`config.mk`:
```
export PLATFORM = sky130hd
export DESIGN_NAME = led_place_8x8_sequencer_flat
export DESIGN_NICKNAME = d
export VERILOG_FILES = /design/src/rtl/led_place_8x8_sequencer_pkg.sv /design/src/rtl/led_place_8x8_sequencer_if.sv /design/src/rtl/led_place_8x8_sequencer_tick_gen.sv /design/src/rtl/led_place_8x8_sequencer.sv /design/src/flat_wrapper.sv
export SDC_FILE = /design/constraint.sdc
export NUM_CORES = 1
export LEC_CHECK = 0
export ABC_AREA = 1
export CORE_ASPECT_RATIO = 0.8
export CORE_UTILIZATION = 52
export DETAILED_ROUTE_END_ITERATION = 8
export GPL_ROUTABILITY_DRIVEN = 0
export GPL_TIMING_DRIVEN = 1
export PLACE_DENSITY_LB_ADDON = 0.1
export SKIP_LAST_GASP = 1
export SLEW_MARGIN = 20
export SYNTH_ARGS = -nofsm -noshare
export SYNTH_HDL_FRONTEND = slang
export SYNTH_SLANG_ARGS = --single-unit
```
`constraint.sdc`:
```
create_clock -name aclk -period 6.1 [get_ports aclk]
set_input_delay 0.915 -clock aclk [delete_from_list [all_inputs] [get_ports aclk]]
set_output_delay 0.915 -clock aclk [all_outputs]
set_load 0.05 [all_outputs]
```
`src/rtl/led_place_8x8_sequencer_pkg.sv`:
```
// -----------------------------------------------------------------------------
// led_place_pkg
// Shared types and constants for the 8x8 LED frame sequencer.
//   state_t  : playback FSM states
//   FRAME_W  : width of one 8x8 frame (bit r*8+c = row r, column c)
//   idx_w()  : width of a slot index for a given slot count
// -----------------------------------------------------------------------------
package led_place_pkg;

    localparam int FRAME_W = 64;

    typedef enum logic [1:0] {
        IDLE = 2'd0,
        LOAD = 2'd1,
        SHOW = 2'd2,
        DONE = 2'd3
    } state_t;

    // A single-slot buffer still needs a 1-bit index signal.
    function automatic int idx_w(input int slots);
        return (slots > 1) ? $clog2(slots) : 1;
    endfunction

endpackage

```
`src/rtl/led_place_8x8_sequencer_if.sv`:
```
// -----------------------------------------------------------------------------
// led_place_8x8_sequencer_if
// Frame write port (valid/ready) into the sequencer's slot buffer.
//   i_wr_valid : write request            (master -> slave)
//   o_wr_ready : write accepted when valid&&ready (slave -> master)
//   i_wr_addr  : target slot              (master -> slave)
//   i_wr_data  : 64-bit frame             (master -> slave)
// -----------------------------------------------------------------------------
interface led_place_8x8_sequencer_if
    import led_place_pkg::*;
#(
    parameter int SLOTS = 4
) ();

    localparam int IW = idx_w(SLOTS);

    logic               i_wr_valid;
    logic               o_wr_ready;
    logic [IW-1:0]      i_wr_addr;
    logic [FRAME_W-1:0] i_wr_data;

    modport master (
        output i_wr_valid,
        output i_wr_addr,
        output i_wr_data,
        input  o_wr_ready
    );

    modport slave (
        input  i_wr_valid,
        input  i_wr_addr,
        input  i_wr_data,
        output o_wr_ready
    );

endinterface

```
`src/rtl/led_place_8x8_sequencer_tick_gen.sv`:
```
// -----------------------------------------------------------------------------
// led_tick_gen
// Prescaler counting 0..PRESCALE-1; o_tick is high while the count sits at
// PRESCALE-1 and the counter is not being cleared.
//   aclk    : system clock
//   aresetn : synchronous active-low reset
//   i_clr   : synchronous clear, holds the count at 0
//   o_tick  : one dwell tick
// -----------------------------------------------------------------------------
module led_tick_gen #(
    parameter int PRESCALE = 256
) (
    input  logic aclk,
    input  logic aresetn,
    input  logic i_clr,
    output logic o_tick
);

    localparam int CW = (PRESCALE > 1) ? $clog2(PRESCALE) : 1;
    localparam logic [CW-1:0] LAST = CW'(PRESCALE - 1);

    logic [CW-1:0] count;

    // NOTE: sequential state uses non-blocking assignments so every register
    // samples pre-edge values, independent of statement order.
    always_ff @(posedge aclk) begin
        if (!aresetn || i_clr) begin
            count <= '0;
        end else if (count == LAST) begin
            count <= '0;
        end else begin
            count <= count + CW'(1);
        end
    end

    assign o_tick = !i_clr && (count == LAST);

endmodule

```
`src/rtl/led_place_8x8_sequencer.sv`:
```
// -----------------------------------------------------------------------------
// led_place_8x8_sequencer
// Buffers SLOTS frames written over a valid/ready port and plays slots
// 0..last in order, each for dwell*PRESCALE ticks plus one LOAD cycle,
// one-shot or looped.
//   aclk, aresetn : clock, synchronous active-low reset
//   wr            : frame write port (slave side)
//   i_run         : level, 1 = play, 0 = stop
//   i_loop        : wrap from last slot to slot 0 (sampled at final frame)
//   i_last_idx    : last slot played (latched at start)
//   i_dwell       : ticks per frame, 0 treated as 1 (latched at start)
//   o_led_data    : frame to the scanner
//   o_frame_idx   : slot currently shown
//   o_busy        : high in LOAD or SHOW
//   o_done        : one-cycle pulse at the end of a one-shot run
// -----------------------------------------------------------------------------
module led_place_8x8_sequencer
    import led_place_pkg::*;
#(
    parameter int SLOTS    = 4,
    parameter int PRESCALE = 256,
    parameter int DWELL_W  = 16
) (
    input  logic                       aclk,
    input  logic                       aresetn,
    led_place_8x8_sequencer_if.slave   wr,
    input  logic                       i_run,
    input  logic                       i_loop,
    input  logic [idx_w(SLOTS)-1:0]    i_last_idx,
    input  logic [DWELL_W-1:0]         i_dwell,
    output logic [FRAME_W-1:0]         o_led_data,
    output logic [idx_w(SLOTS)-1:0]    o_frame_idx,
    output logic                       o_busy,
    output logic                       o_done
);

    localparam int IW = idx_w(SLOTS);

    state_t             state;
    logic [IW-1:0]      idx;
    logic [IW-1:0]      last_idx;
    logic [DWELL_W-1:0] dwell_lat;
    logic [DWELL_W-1:0] dwell_cnt;
    logic [FRAME_W-1:0] slots [SLOTS];
    logic               tick;

    // Only the slot being copied to the output this cycle is blocked.
    assign wr.o_wr_ready = !((state == LOAD) && (wr.i_wr_addr == idx));

    // NOTE: the slot buffer must read as blank after reset, so it is cleared
    // explicitly; this keeps it in flops rather than a RAM macro.
    always_ff @(posedge aclk) begin
        if (!aresetn) begin
            for (int i = 0; i < SLOTS; i++) begin
                slots[i] <= '0;
            end
        end else if (wr.i_wr_valid && wr.o_wr_ready) begin
            slots[wr.i_wr_addr] <= wr.i_wr_data;
        end
    end

    led_tick_gen #(
        .PRESCALE (PRESCALE)
    ) u_tick_gen (
        .aclk    (aclk),
        .aresetn (aresetn),
        .i_clr   (state != SHOW),
        .o_tick  (tick)
    );

    always_ff @(posedge aclk) begin
        if (!aresetn) begin
            state       <= IDLE;
            idx         <= '0;
            last_idx    <= '0;
            dwell_lat   <= '0;
            dwell_cnt   <= '0;
            o_led_data  <= '0;
            o_frame_idx <= '0;
            o_busy      <= 1'b0;
            o_done      <= 1'b0;
        end else begin
            o_done <= 1'b0;
            unique case (state)
                IDLE: begin
                    if (i_run) begin
                        last_idx  <= i_last_idx;
                        dwell_lat <= (i_dwell == '0) ? DWELL_W'(1) : i_dwell;
                        idx       <= '0;
                        state     <= LOAD;
                        o_busy    <= 1'b1;
                    end
                end
                LOAD: begin
                    if (!i_run) begin
                        state  <= IDLE;
                        o_busy <= 1'b0;
                    end else begin
                        o_led_data  <= slots[idx];
                        o_frame_idx <= idx;
                        dwell_cnt   <= dwell_lat;
                        state       <= SHOW;
                    end
                end
                SHOW: begin
                    if (!i_run) begin
                        state  <= IDLE;
                        o_busy <= 1'b0;
                    end else if (tick) begin
                        dwell_cnt <= dwell_cnt - DWELL_W'(1);
                        if (dwell_cnt == DWELL_W'(1)) begin
                            if (idx < last_idx) begin
                                idx   <= idx + IW'(1);
                                state <= LOAD;
                            end else if (i_loop) begin
                                idx   <= '0;
                                state <= LOAD;
                            end else begin
                                state  <= DONE;
                                o_busy <= 1'b0;
                                o_done <= 1'b1;
                            end
                        end
                    end
                end
                DONE: begin
                    state <= IDLE;
                end
                default: state <= IDLE;
            endcase
        end
    end

endmodule

```
`src/flat_wrapper.sv`:
```
// flat-port wrapper written by rule: the top's interface ports become plain ports
module led_place_8x8_sequencer_flat import led_place_pkg::*;
#(
    parameter int SLOTS    = 4,
    parameter int PRESCALE = 256,
    parameter int DWELL_W  = 16
)
  (aclk, aresetn, i_run, i_loop, i_last_idx, i_dwell, o_led_data, o_frame_idx, o_busy, o_done, wr_i_wr_valid, wr_i_wr_addr, wr_i_wr_data, wr_o_wr_ready);
  led_place_8x8_sequencer_if #(.SLOTS(SLOTS)) wr_i ();
  input  logic aclk;
  input  logic aresetn;
  input  logic i_run;
  input  logic i_loop;
  input  logic [idx_w(SLOTS)-1:0] i_last_idx;
  input  logic [DWELL_W-1:0] i_dwell;
  output logic [FRAME_W-1:0] o_led_data;
  output logic [idx_w(SLOTS)-1:0] o_frame_idx;
  output logic o_busy;
  output logic o_done;
  input wire logic [$bits(wr_i.i_wr_valid)-1:0] wr_i_wr_valid;
  input wire logic [$bits(wr_i.i_wr_addr)-1:0] wr_i_wr_addr;
  input wire logic [$bits(wr_i.i_wr_data)-1:0] wr_i_wr_data;
  output wire logic [$bits(wr_i.o_wr_ready)-1:0] wr_o_wr_ready;
  assign wr_i.i_wr_valid = wr_i_wr_valid;
  assign wr_i.i_wr_addr = wr_i_wr_addr;
  assign wr_i.i_wr_data = wr_i_wr_data;
  assign wr_o_wr_ready = wr_i.o_wr_ready;
  led_place_8x8_sequencer #(.SLOTS(SLOTS), .PRESCALE(PRESCALE), .DWELL_W(DWELL_W)) u_core (.aclk(aclk), .aresetn(aresetn), .wr(wr_i), .i_run(i_run), .i_loop(i_loop), .i_last_idx(i_last_idx), .i_dwell(i_dwell), .o_led_data(o_led_data), .o_frame_idx(o_frame_idx), .o_busy(o_busy), .o_done(o_done));
endmodule
```
Yosys cells after proc, flatten, opt, wreduce, memory -nomap -nowiden:

Memories as Yosys holds them, arrays and structs flattened. A register that Yosys moved wholly into a read port is not among the register bits.
Index checks and enable logic that the tools add are counted.

* multiply operators: 0
* equal/unequal tests: 18
* reductions and logical operators: 22
* $add $sub $neg: 3
* bitwise operators: 5
* order comparisons: 1
* shift operators: 0
* div/mod/pow operators: 0
* multiplexer cells: 36

Operators by type and width (count)
* two-way mux 16 bit: 4
* two-way mux 64 bit: 1
* OR reduction 64 bit: 1
* case mux 16 bit (2 select lines): 1
* two-way mux 2 bit: 14
* equality test 16 x 1 -> 1 bit (second input constant): 1
* zero test 16 bit: 1
* subtractor 16 x 1 -> 16 bit (second input constant): 1
* two-way mux 1 bit: 13
* inequality test 2 bit (second input constant): 5
* inequality test 3 x 2 -> 1 bit (second input constant): 3
* adder 8 x 1 -> 8 bit (second input constant): 1
* equality test 8 bit (second input constant): 1
* case mux 2 bit (4 select lines): 1
* AND reduction 7 bit: 1
* inequality test 3 bit (second input constant): 2
* AND reduction 6 bit: 1
* OR reduction 6 bit: 1
* NOT 1 bit: 5
* equality test 2 bit (second input constant): 2
* zero test 1 bit: 4
* inequality test 2 x 1 -> 1 bit (second input constant): 2
* case mux 2 bit (2 select lines): 1
* AND reduction 2 bit: 2
* other kinds (13): 16

* latch bits: 0
* logic and storage cells: 95
* input bits: 89
* bits in registers: 50
* memories kept: 1
* output and inout port bits: 69
* memory bits (writable): 256
* bits in read-only memories: 0

Memories
* u_core.slots: depth 4, bits a word 64, read ports 1, clocked after memory_dff 1, write ports 4, line led_place_8x8_sequencer.sv:44 `logic [FRAME_W-1:0] slots [SLOTS];`

Longest topological paths before layout:

Gate-level depths: netlist (run 1).

* depth after elaboration: 9
* gate-level depth with buffers: 12

Modules after synthesis:

A second synthesis (run 1) with hierarchy kept.

* cells, all modules: 1814
* area total of the unflattened synthesis: 16254.3 um2

By module, submodules not included
* led_place_8x8_sequencer: times used 1, seq. area each 9809.4 um2, cells each 1758, area an instance 15818.9 um2
* led_tick_gen: times used 1, seq. area each 160.2 um2, cells each 56, area an instance 435.4 um2

Least setup slack after synthesis (run 1):

Ideal clock, no wire load.

* kind: input to register
* from: input wr_i_wr_addr[0]
* to: memory u_core.slots[3][0] (enable)
* library setup time: 581 ps
* slack: -658 ps
* data arrival time: 6177 ps
* stages on the path: 5
* cells stage by stage: inv_1 > nand2_1 > nand4_2 > nand2_1 > o31ai_1

RTL lines
* from (decl): line flat_wrapper.sv:21 `input wire logic [$bits(wr_i.i_wr_addr)-1:0] wr_i_wr_addr;`
* to (decl): line led_place_8x8_sequencer.sv:44

Worst setup path after layout (run 1):

* from: input wr_i_wr_addr[0]
* to: output wr_o_wr_ready

* cells in the longest elaborated chain, start to end: 3

Ends and longest elaborated chain
* equality test 2 bit: line led_place_8x8_sequencer.sv:48 `assign wr.o_wr_ready = !((state == LOAD) && (wr.i_wr_addr == idx));`
* logical AND 1 bit: line led_place_8x8_sequencer.sv:48
* zero test 1 bit: line led_place_8x8_sequencer.sv:48
* to (decl): line flat_wrapper.sv:23 `output wire logic [$bits(wr_i.o_wr_ready)-1:0] wr_o_wr_ready;`

Every way passes these cells.

==> flow_metrics.tcl, run 1 <==
set metrics [dict create \
    crit_slowest_cell "clkdlybuf4s50_1" \
    cts_tree "built" \
    relSlewSlack_pct 33.74 \
    dieWidth_um 199.4 \
    syn-cell-area_um2 16210 \
    yosysSeqAreaShare_pct 61.51 \
    setup_viol 0 \
    cts-root-buf "clkbuf_16" \
    critical_path_arrival_ps 2710 \
    ff2ff_setup_slack_ps 2520 \
    synth_nets 1902 \
    period_minus_slack_ps 3624 \
    end_kind "output port" \
    wl_um 39240 \
    grt_pass1_wl_um 61940 \
    slowest_delay_ps 830 \
    cts-buffers-inserted 38 \
    r2r_start "u_core.idx[0]" \
    rsz0062_at_grt "false" \
    outcome "completed" \
    post_drt_wl_per_cell_um 16.70 \
    dp_hpwl_um 22820 \
    start_kind "input port" \
    crit_chain "clkdlybuf4s50_1 > inv_1 > nand2_1 > nand4_2 > clkdlybuf4s50_1" \
    dr_total_vias 12383 \
    critPathTopFamily "buffers and inverters" \
    final_nets 2004 \
    setup_ws_ps 2476 \
    placed_area_um2 17930 \
    cts_hold_buffers 0 \
    areaGrowthSynthToFinish_pct 18.26 \
    regToRegEndpoint "u_core.slots[0][53]" \
    seqCellArea_um2 9975 \
    fp.dieArea_um2 31890 \
    hold_depth 1 \
    grt_max_degree 88 \
    path_depth 5 \
    syn_inst 1805 \
    cts_max_path_buffers 3 \
    die_h_um 159.9 \
    timing.final.crit_share_pct 59.41 \
    path_common_cell "clkdlybuf4s50_1" \
    critPathRequiredTime_ps 5180 \
    ios 158 \
    powerDensity_nw_per_um2 297.4 \
    fin_hold_ws_ps 459.2 \
    track_usage_pct 24.85 \
    r2r_cells 7 \
    worstHoldStart "u_core.u_tick_gen.count[0]" \
    grt.overflow.total 0 \
    drt_iter0_markers 1066 \
    worstMarginPinSlew_ps 992.7 \
    slew_violations 0 \
    max_freq_ghz 0.2759 \
    finalSetupTns_ps 0 \
    port_buffers 157 \
    insertion_delay_ps 520 \
    layout-drive-gt1-share_pct 4.700 \
    start_util_pct 53.10 \
    ys_ff_latch 370 \
    coreArea_um2 30520 \
    ys_warn_count 0 \
    antenna_found_initial 0 \
    peakVddDrop_uv 207.7 \
    first_pass_iters 6 \
    final_cells 2349 \
    hold_end "u_core.u_tick_gen.count[0]" \
    placed_cells 2280 \
    num_rows 57 \
    stdcell_area_um2 19170 \
    drc_errors 0 \
    hold_path.class "register to register" \
    crit_type "input port to output port" \
    synthDistinctLibCells 35 \
    post-cts-setup-buffers 0 \
    multiInputGateArea_um2 4873 \
    place_ws_ps 1967 \
    antenna_cells 0 \
    drv_cap 0 \
    worst_clock_skew_ps 11.07 \
    finalHoldViolations 0 \
    postRouteAntennaNets 0 \
    cts_resized 0 \
    grt_pass1_vias 11813 \
    path_max_fanout 4 \
    p_leak_nw 8.505 \
    critPathBufInv 3 \
    syn_avg_cell_area_um2 8.980 \
    numClockSinks 370 \
    fill_cells 2613 \
    cts-htree-levels 2 \
    viasPerCell 5.272 \
    clk_pin_slew_ps 60 \
]
==> power by group <==
group | total, mW | switching [mW] | internal (mW)
Sequential | 2.86 | 0.0446 | 2.82
Clock | 2.31 | 0.946 | 1.36
Combinational | 0.529 | 0.357 | 0.171
==> cell type report <==
class,instances,share of cell area (%)
clock inverters,11,0.5548
repair buffers,167,8.655
flip-flops and latches,370,52.04
clock buffers,58,5.888
multi-input cells,1089,25.42
well taps,413,2.696
inverters,241,4.745
==> cell families (layout without fill, tap and decap cells) <==
kind of cell	count (synthesis)	count (layout)	share of synthesized area (%)
AOI/OAI and AO/OA	332	332	10.81
xor gates and xnor gates	3	3	0.1621
adders and majority gates	8	8	0.6175
buffers and inverters	346	477	8.823
DFF	370	370	61.51
and+or+nand+nor	746	746	18.09
==> flip-flops by register name (all words and copies together), names as in the netlist <==
| name | flops |
|---|---|
| u_core.last_idx | 2 |
| u_core.u_tick_gen.count | 8 |
| u_core.o_led_data | 64 |
| u_core.slots | 256 |
| u_core.idx | 2 |
| u_core.o_frame_idx | 2 |
| u_core.o_done | 1 |
| u_core.dwell_lat | 16 |
| u_core.state | 2 |
| u_core.o_busy | 1 |
| u_core.dwell_cnt | 16 |
==> per-layer routing <==
metal	track usage [%]	vias up	routed length, um
met5	0	-	0
met4	5.274	0	582
met3	3.464	56	2459
met2	40.02	397	18090
met1	35.92	5856	18110
li1	-	6074	-
==> metrics by stage <==
step           power (mW)  utilization [%]
3_3_place_gp        3.434            58.74
2_1_floorplan       3.235                -
5_1_grt             5.898            62.80
3_5_place_dp        3.445            58.74
4_1_cts             5.729            62.78
6_report            5.700            62.80
==> cell usage in the layout (no fill, tap or decap), types with 2 or more instances in the layout <==
cell and n:
clkinv_2 8, o21ai_1 3, nand2_4 5, nand3_1 31
clkbuf_16 39, clkbuf_1 10, inv_2 3, bufinv_16 2
nor4_1 5, nor3b_1 4, clkdlybuf4s50_1 157, or2_2 3
nor3_1 5, a21oi_1 41, dfxtp_1 112, nand2_1 172
clkbuf_8 8, o22ai_1 65, nor2_1 508, buf_4 9
ha_1 8, inv_1 234, xnor2_1 2, clkinv_1 3
nand4_1 7, edfxtp_1 256, o21ai_0 217
==> Yosys cell counts <==
cell / instances / area share, %
nor2_1: 508 / 12
edfxtp_1: 256 / 47
inv_1: 237 / 5.5
o21ai_0: 218 / 6.7
nand2_1: 176 / 4.1
dfxtp_1: 114 / 14
clkbuf_1: 69 / 1.6
o22ai_1: 65 / 2.5
a21oi_1: 41 / 1.3
nand3_1: 31 / 0.96
buf_2: 18 / 0.56
buf_6: 12 / 0.83
ha_1: 8 / 0.62
nand4_1: 7 / 0.27
buf_4: 5 / 0.23
nor3_1: 5 / 0.15
nor4_1: 5 / 0.19
nor3b_1: 4 / 0.19
o21ai_1: 4 / 0.12
inv_2: 3 / 0.069
or2_2: 3 / 0.12
nand2_2: 2 / 0.077
xnor2_1: 2 / 0.11
a211oi_1: 1 / 0.046
a31oi_1: 1 / 0.039
buf_1: 1 / 0.023
clkinv_1: 1 / 0.023
nand3_2: 1 / 0.062
nand3b_1: 1 / 0.046
nand4_2: 1 / 0.077
nor2_2: 1 / 0.039
nor2_4: 1 / 0.069
o211ai_1: 1 / 0.046
o31ai_1: 1 / 0.046
xor2_1: 1 / 0.054
==> how the worst max path moves through the flow <==
stage | from | endpoint | slack, ps
floorplan | wr_i_wr_addr[0] | u_core.slots[2][0] | 1260
global placement | wr_i_wr_addr[0] | u_core.slots[0][22] | 2020
detailed placement | wr_i_wr_addr[0] | u_core.slots[0][23] | 1970
CTS | u_core.idx[0] | wr_o_wr_ready | 2450
global route | u_core.idx[0] | u_core.slots[0][7] | 2300
finish | wr_i_wr_addr[0] | wr_o_wr_ready | 2480
(Power assumes the default switching activity.)
==> run 2, diff against run 1 <==
Settings changed: CORE_UTILIZATION 52 to 57.
Clock period 6.1 ns to 3.4 ns, I/O delays scaled along.
==> flow_metrics.tcl, run 2 (same netlist as run 1, synthesis figures left out) <==
set metrics [dict create \
    worst_clock_skew_ps 15.98 \
    start_util_pct 58.66 \
    slowest_delay_ps 480 \
    ios 158 \
    max_freq_ghz 0.4101 \
    dieWidth_um 190.5 \
    ff2ff_setup_slack_ps 960 \
    cts-root-buf "clkbuf_16" \
    grt.overflow.total 0 \
    dp_hpwl_um 24060 \
    cts_tree "built" \
    postRouteAntennaNets 0 \
    finalHoldViolations 0 \
    grt_max_degree 81 \
    regToRegEndpoint "u_core.slots[0][22]" \
    port_buffers 157 \
    antenna_found_initial 0 \
    num_rows 54 \
    viasPerCell 5.436 \
    post_drt_wl_per_cell_um 16.76 \
    first_pass_iters 5 \
    largest_registers "u_core.slots x256, u_core.o_led_data x64" \
    wl_um 38990 \
    period_minus_slack_ps 2438 \
    hold_path.class "register to register" \
    crit_slowest_cell "buf_4" \
    p_leak_nw 8.623 \
    start_kind "register" \
    critPathTopFamily "simple AND/OR/NAND/NOR gates" \
    layout-drive-gt1-share_pct 5.807 \
    dr_total_vias 12650 \
    post-route-util_pct 70.02 \
    peakVddDrop_uv 449.4 \
    numClockSinks 370 \
    drc_errors 0 \
    setup_ws_ps 961.7 \
    drv_cap 0 \
    power_mw 10.28 \
    grt_pass1_wl_um 61780 \
    areaGrowthSynthToFinish_pct 19.37 \
    cts-htree-levels 2 \
    fp.dieArea_um2 29120 \
    cts_hold_buffers 0 \
    crit_type "register to register" \
    r2r_start "u_core.idx[0]" \
    top_register "u_core.slots" \
    critPathRequiredTime_ps 3630 \
    hold_end "u_core.u_tick_gen.count[0]" \
    coreArea_um2 27630 \
    die_h_um 152.8 \
    stdcell_area_um2 19350 \
    cts_resized 0 \
    clk_pin_slew_ps 60 \
    insertion_delay_ps 540 \
    relSlewSlack_pct 40.44 \
    largest_register_ff_count 256 \
    track_usage_pct 27.04 \
    rsz0062_at_grt "false" \
    critical_path_arrival_ps 2670 \
    cts_max_path_buffers 3 \
    slew_violations 0 \
    hold_depth 1 \
    powerDensity_nw_per_um2 531.4 \
    layout.cells.most_common "nor2_1" \
    setup_viol 0 \
    fill_cells 2165 \
    place_ws_ps 642.7 \
    antenna_cells 0 \
    outcome "completed" \
    final_cell_mix "nor2_1 (508), edfxtp_1 (256), inv_1 (234), o21ai_0 (217), nand2_1 (172)" \
    worstMarginPinSlew_ps 893.4 \
    placed_area_um2 18090 \
    r2r_cells 8 \
    timing.final.crit_share_pct 71.71 \
    grt_pass1_vias 12105 \
    worstHoldStart "u_core.u_tick_gen.count[0]" \
    post-cts-setup-buffers 0 \
    final_nets 2030 \
    drt_iter0_markers 1056 \
    critPathBufInv 2 \
    crit_chain "buf_4 > nand2_1 > nand4_2 > nand3_2 > nor2_2 > nand2_2 > nand2_4 > buf_12" \
    end_kind "register" \
    cts-buffers-inserted 38 \
    path_max_fanout 53 \
    finalSetupTns_ps 0 \
]
-- run 2: cell count changes in the layout (fill, tap and decap cells not counted), sizes merged --
cell | previous run | this run
buf | 10 | 37
inv | 239 | 242
clkbuf | 58 | 56
bufinv | 2 | 3
clkdlybuf4s50 | 157 | 156
clkinv | 11 | 10
-- run 2: area by class of cell --
cell class	instances	area, um^2	area share, %
clock buffers	56	1090	5.632
clock inverters	14	165.2	0.8535
inverters	241	908.4	4.694
multi-input cells	1089	4855	25.09
flip-flops and latches	370	9975	51.55
well taps	364	455.4	2.354
repair buffers	193	1902	9.829
-- run 2: stage by stage --
stage          hold slack, ps  std cells
3_3_place_gp            430.7       2257
4_1_cts                 453.3       2327
6_report                448.9       2327
2_1_floorplan           417.5       1805
3_5_place_dp            441.7       2257
5_1_grt                 477.1       2327
-- run 2: how the worst max path moves through the flow --
| stage | end | cells past startpoint | slack [ps] | from |
|---|---|---|---|---|
| global route | u_core.slots[0][22] | 8 | 790 | u_core.idx[0] |
| detailed placement | u_core.slots[0][55] | 9 | 640 | wr_i_wr_addr[0] |
| floorplan | u_core.slots[0][0] | 9 | 3 | wr_i_wr_addr[0] |
| finish | u_core.slots[0][22] | 8 | 960 | u_core.idx[0] |
| CTS | u_core.slots[0][2] | 8 | 940 | u_core.idx[0] |
| global placement | u_core.slots[0][22] | 7 | 710 | aresetn |
-- run 2: routing by layer --
layer | vias up | GRT usage [%] | routed length [um]
met1 | 5939 | 38.51 | 17100
met3 | 56 | 4.432 | 3262
li1 | 6136 | - | -
met2 | 519 | 43.03 | 17890
met5 | - | 0 | 0
met4 | 0 | 7.429 | 734
-- run 2: where the power goes --
part	internal (mW)	switching, mW
combinational	0.329	0.646
sequential	5.06	0.0818
clock	2.47	1.70
==> run 3, diff against run 2 <==
Settings changed: CORE_UTILIZATION 57 to 52.
Clock period 3.4 ns to 2.2 ns, I/O delays scaled along.
==> flow_metrics.tcl, run 3 (same netlist as run 1, synthesis figures left out) <==
set metrics [dict create \
    crit_type "register to output port" \
    cts_resized 0 \
    place_ws_ps -17.74 \
    slowest_delay_ps 830 \
    first_pass_iters 7 \
    start_util_pct 53.10 \
    powerDensity_nw_per_um2 808.9 \
    dieWidth_um 199.4 \
    final_cells 2399 \
    final_nets 2053 \
    layout-drive-gt1-share_pct 6.949 \
    setup_viol 0 \
    grt.overflow.total 0 \
    path_max_fanout 2 \
    cts_hold_buffers 0 \
    cts_tree "built" \
    ios 158 \
    antenna_found_initial 0 \
    worst_clock_skew_ps 12.42 \
    clk_pin_slew_ps 60 \
    dp_hpwl_um 24770 \
    placed_area_um2 18620 \
    path_depth 1 \
    num_rows 57 \
    placed_cells 2329 \
    layout.cells.most_common "nor2_1" \
    critical_path_arrival_ps 1780 \
    fill_cells 2507 \
    start_kind "register" \
    cts-buffers-inserted 38 \
    crit_chain "clkdlybuf4s50_1" \
    cts-htree-levels 2 \
    relSlewSlack_pct 58.10 \
    final_cell_mix "nor2_1 (508), edfxtp_1 (256), inv_1 (234), o21ai_0 (217), nand2_1 (170)" \
    grt_pass1_wl_um 63690 \
    slew_violations 0 \
    drt_iter0_markers 1072 \
    largest_register_ff_count 256 \
    period_minus_slack_ps 2114 \
    port_buffers 157 \
    antenna_cells 0 \
    post_drt_wl_per_cell_um 16.62 \
    timing.final.crit_share_pct 96.07 \
    post-cts-setup-buffers 0 \
    grt_max_degree 106 \
    drc_errors 0 \
    peakVddDrop_uv 517.3 \
    areaGrowthSynthToFinish_pct 22.61 \
    drv_cap 0 \
    worstMarginPinSlew_ps 626.3 \
    crit_slowest_cell "clkdlybuf4s50_1" \
    grt_pass1_vias 12294 \
    top_register "u_core.slots" \
    largest_registers "u_core.slots x256, u_core.o_led_data x64" \
    fp.dieArea_um2 31890 \
    finalSetupTns_ps 0 \
    die_h_um 159.9 \
    viasPerCell 5.285 \
    cts_max_path_buffers 3 \
    critPathBufInv 1 \
    setup_ws_ps 86.38 \
    outcome "completed" \
    rsz0062_at_grt "false" \
    r2r_cells 8 \
    finalHoldViolations 0 \
    p_leak_nw 8.841 \
    hold_depth 3 \
    numClockSinks 370 \
    max_freq_ghz 0.4731 \
    dr_total_vias 12679 \
    hold_path.class "input port to register" \
    wl_um 39870 \
    coreArea_um2 30520 \
    insertion_delay_ps 540 \
    stdcell_area_um2 19870 \
    critPathRequiredTime_ps 1870 \
    critPathTopFamily "buffers and inverters" \
    track_usage_pct 25.55 \
    cts-root-buf "clkbuf_16" \
    postRouteAntennaNets 0 \
    end_kind "output port" \
]
## run 3: cell type report
class / count / area (um^2) / area share, %
Tap cell: 413 / 516.7 / 2.600
Multi-Input combinational cell: 1089 / 4908 / 24.70
Inverter: 241 / 908.4 / 4.571
Clock buffer: 54 / 1031 / 5.188
Timing Repair Buffer: 216 / 2312 / 11.63
Clock inverter: 16 / 221.5 / 1.114
Sequential cell: 370 / 9976 / 50.20
## run 3: stage by stage
step	total power, mW	utilization, %	hold WS, ps
finish	16.08	65.11	378.2
global route	16.60	65.11	373.7
CTS	16.16	65.11	358.1
detailed placement	9.673	61.01	443.0
global placement	9.641	61.01	433.8
floorplan	8.969	-	417.5
## run 3: metal layers
layer  vias to the layer above  routed length (um)  global-route usage [%]
met3                        65                2954                   4.203
met4                         0                 791                   8.015
met1                      6000               17570                   35.41
met2                       437               18550                   41.18
li1                       6177                   -                       -
met5                         -                   0                       0
## run 3: where the power goes
part / switching, mW / internal [mW] / leakage [nW]
logic: 1.02 / 0.576 / 4.60
registers: 0.125 / 7.81 / 3.63
clock network: 2.67 / 3.88 / 0.606
## run 3: worst register-to-register path: stages (launching register included)
cell and delay, ps:
dfxtp_4 380, inv_4 190, nand2_1 120, nand4_4 140, nand3_2 90, nor2_2 220, nand2_4 140, nand2_8 110
buf_12 190
## run 3: worst paths after layout
check / end / slack, ps / startpoint
worst max-delay path: o_led_data[35] / 90 / u_core.o_led_data[35]
worst min-delay path: u_core.dwell_lat[12] / 380 / i_dwell[12]
worst max register to register: u_core.slots[0][54] / 310 / u_core.idx[0]
worst min register to register: u_core.u_tick_gen.count[0] / 460 / u_core.u_tick_gen.count[0]
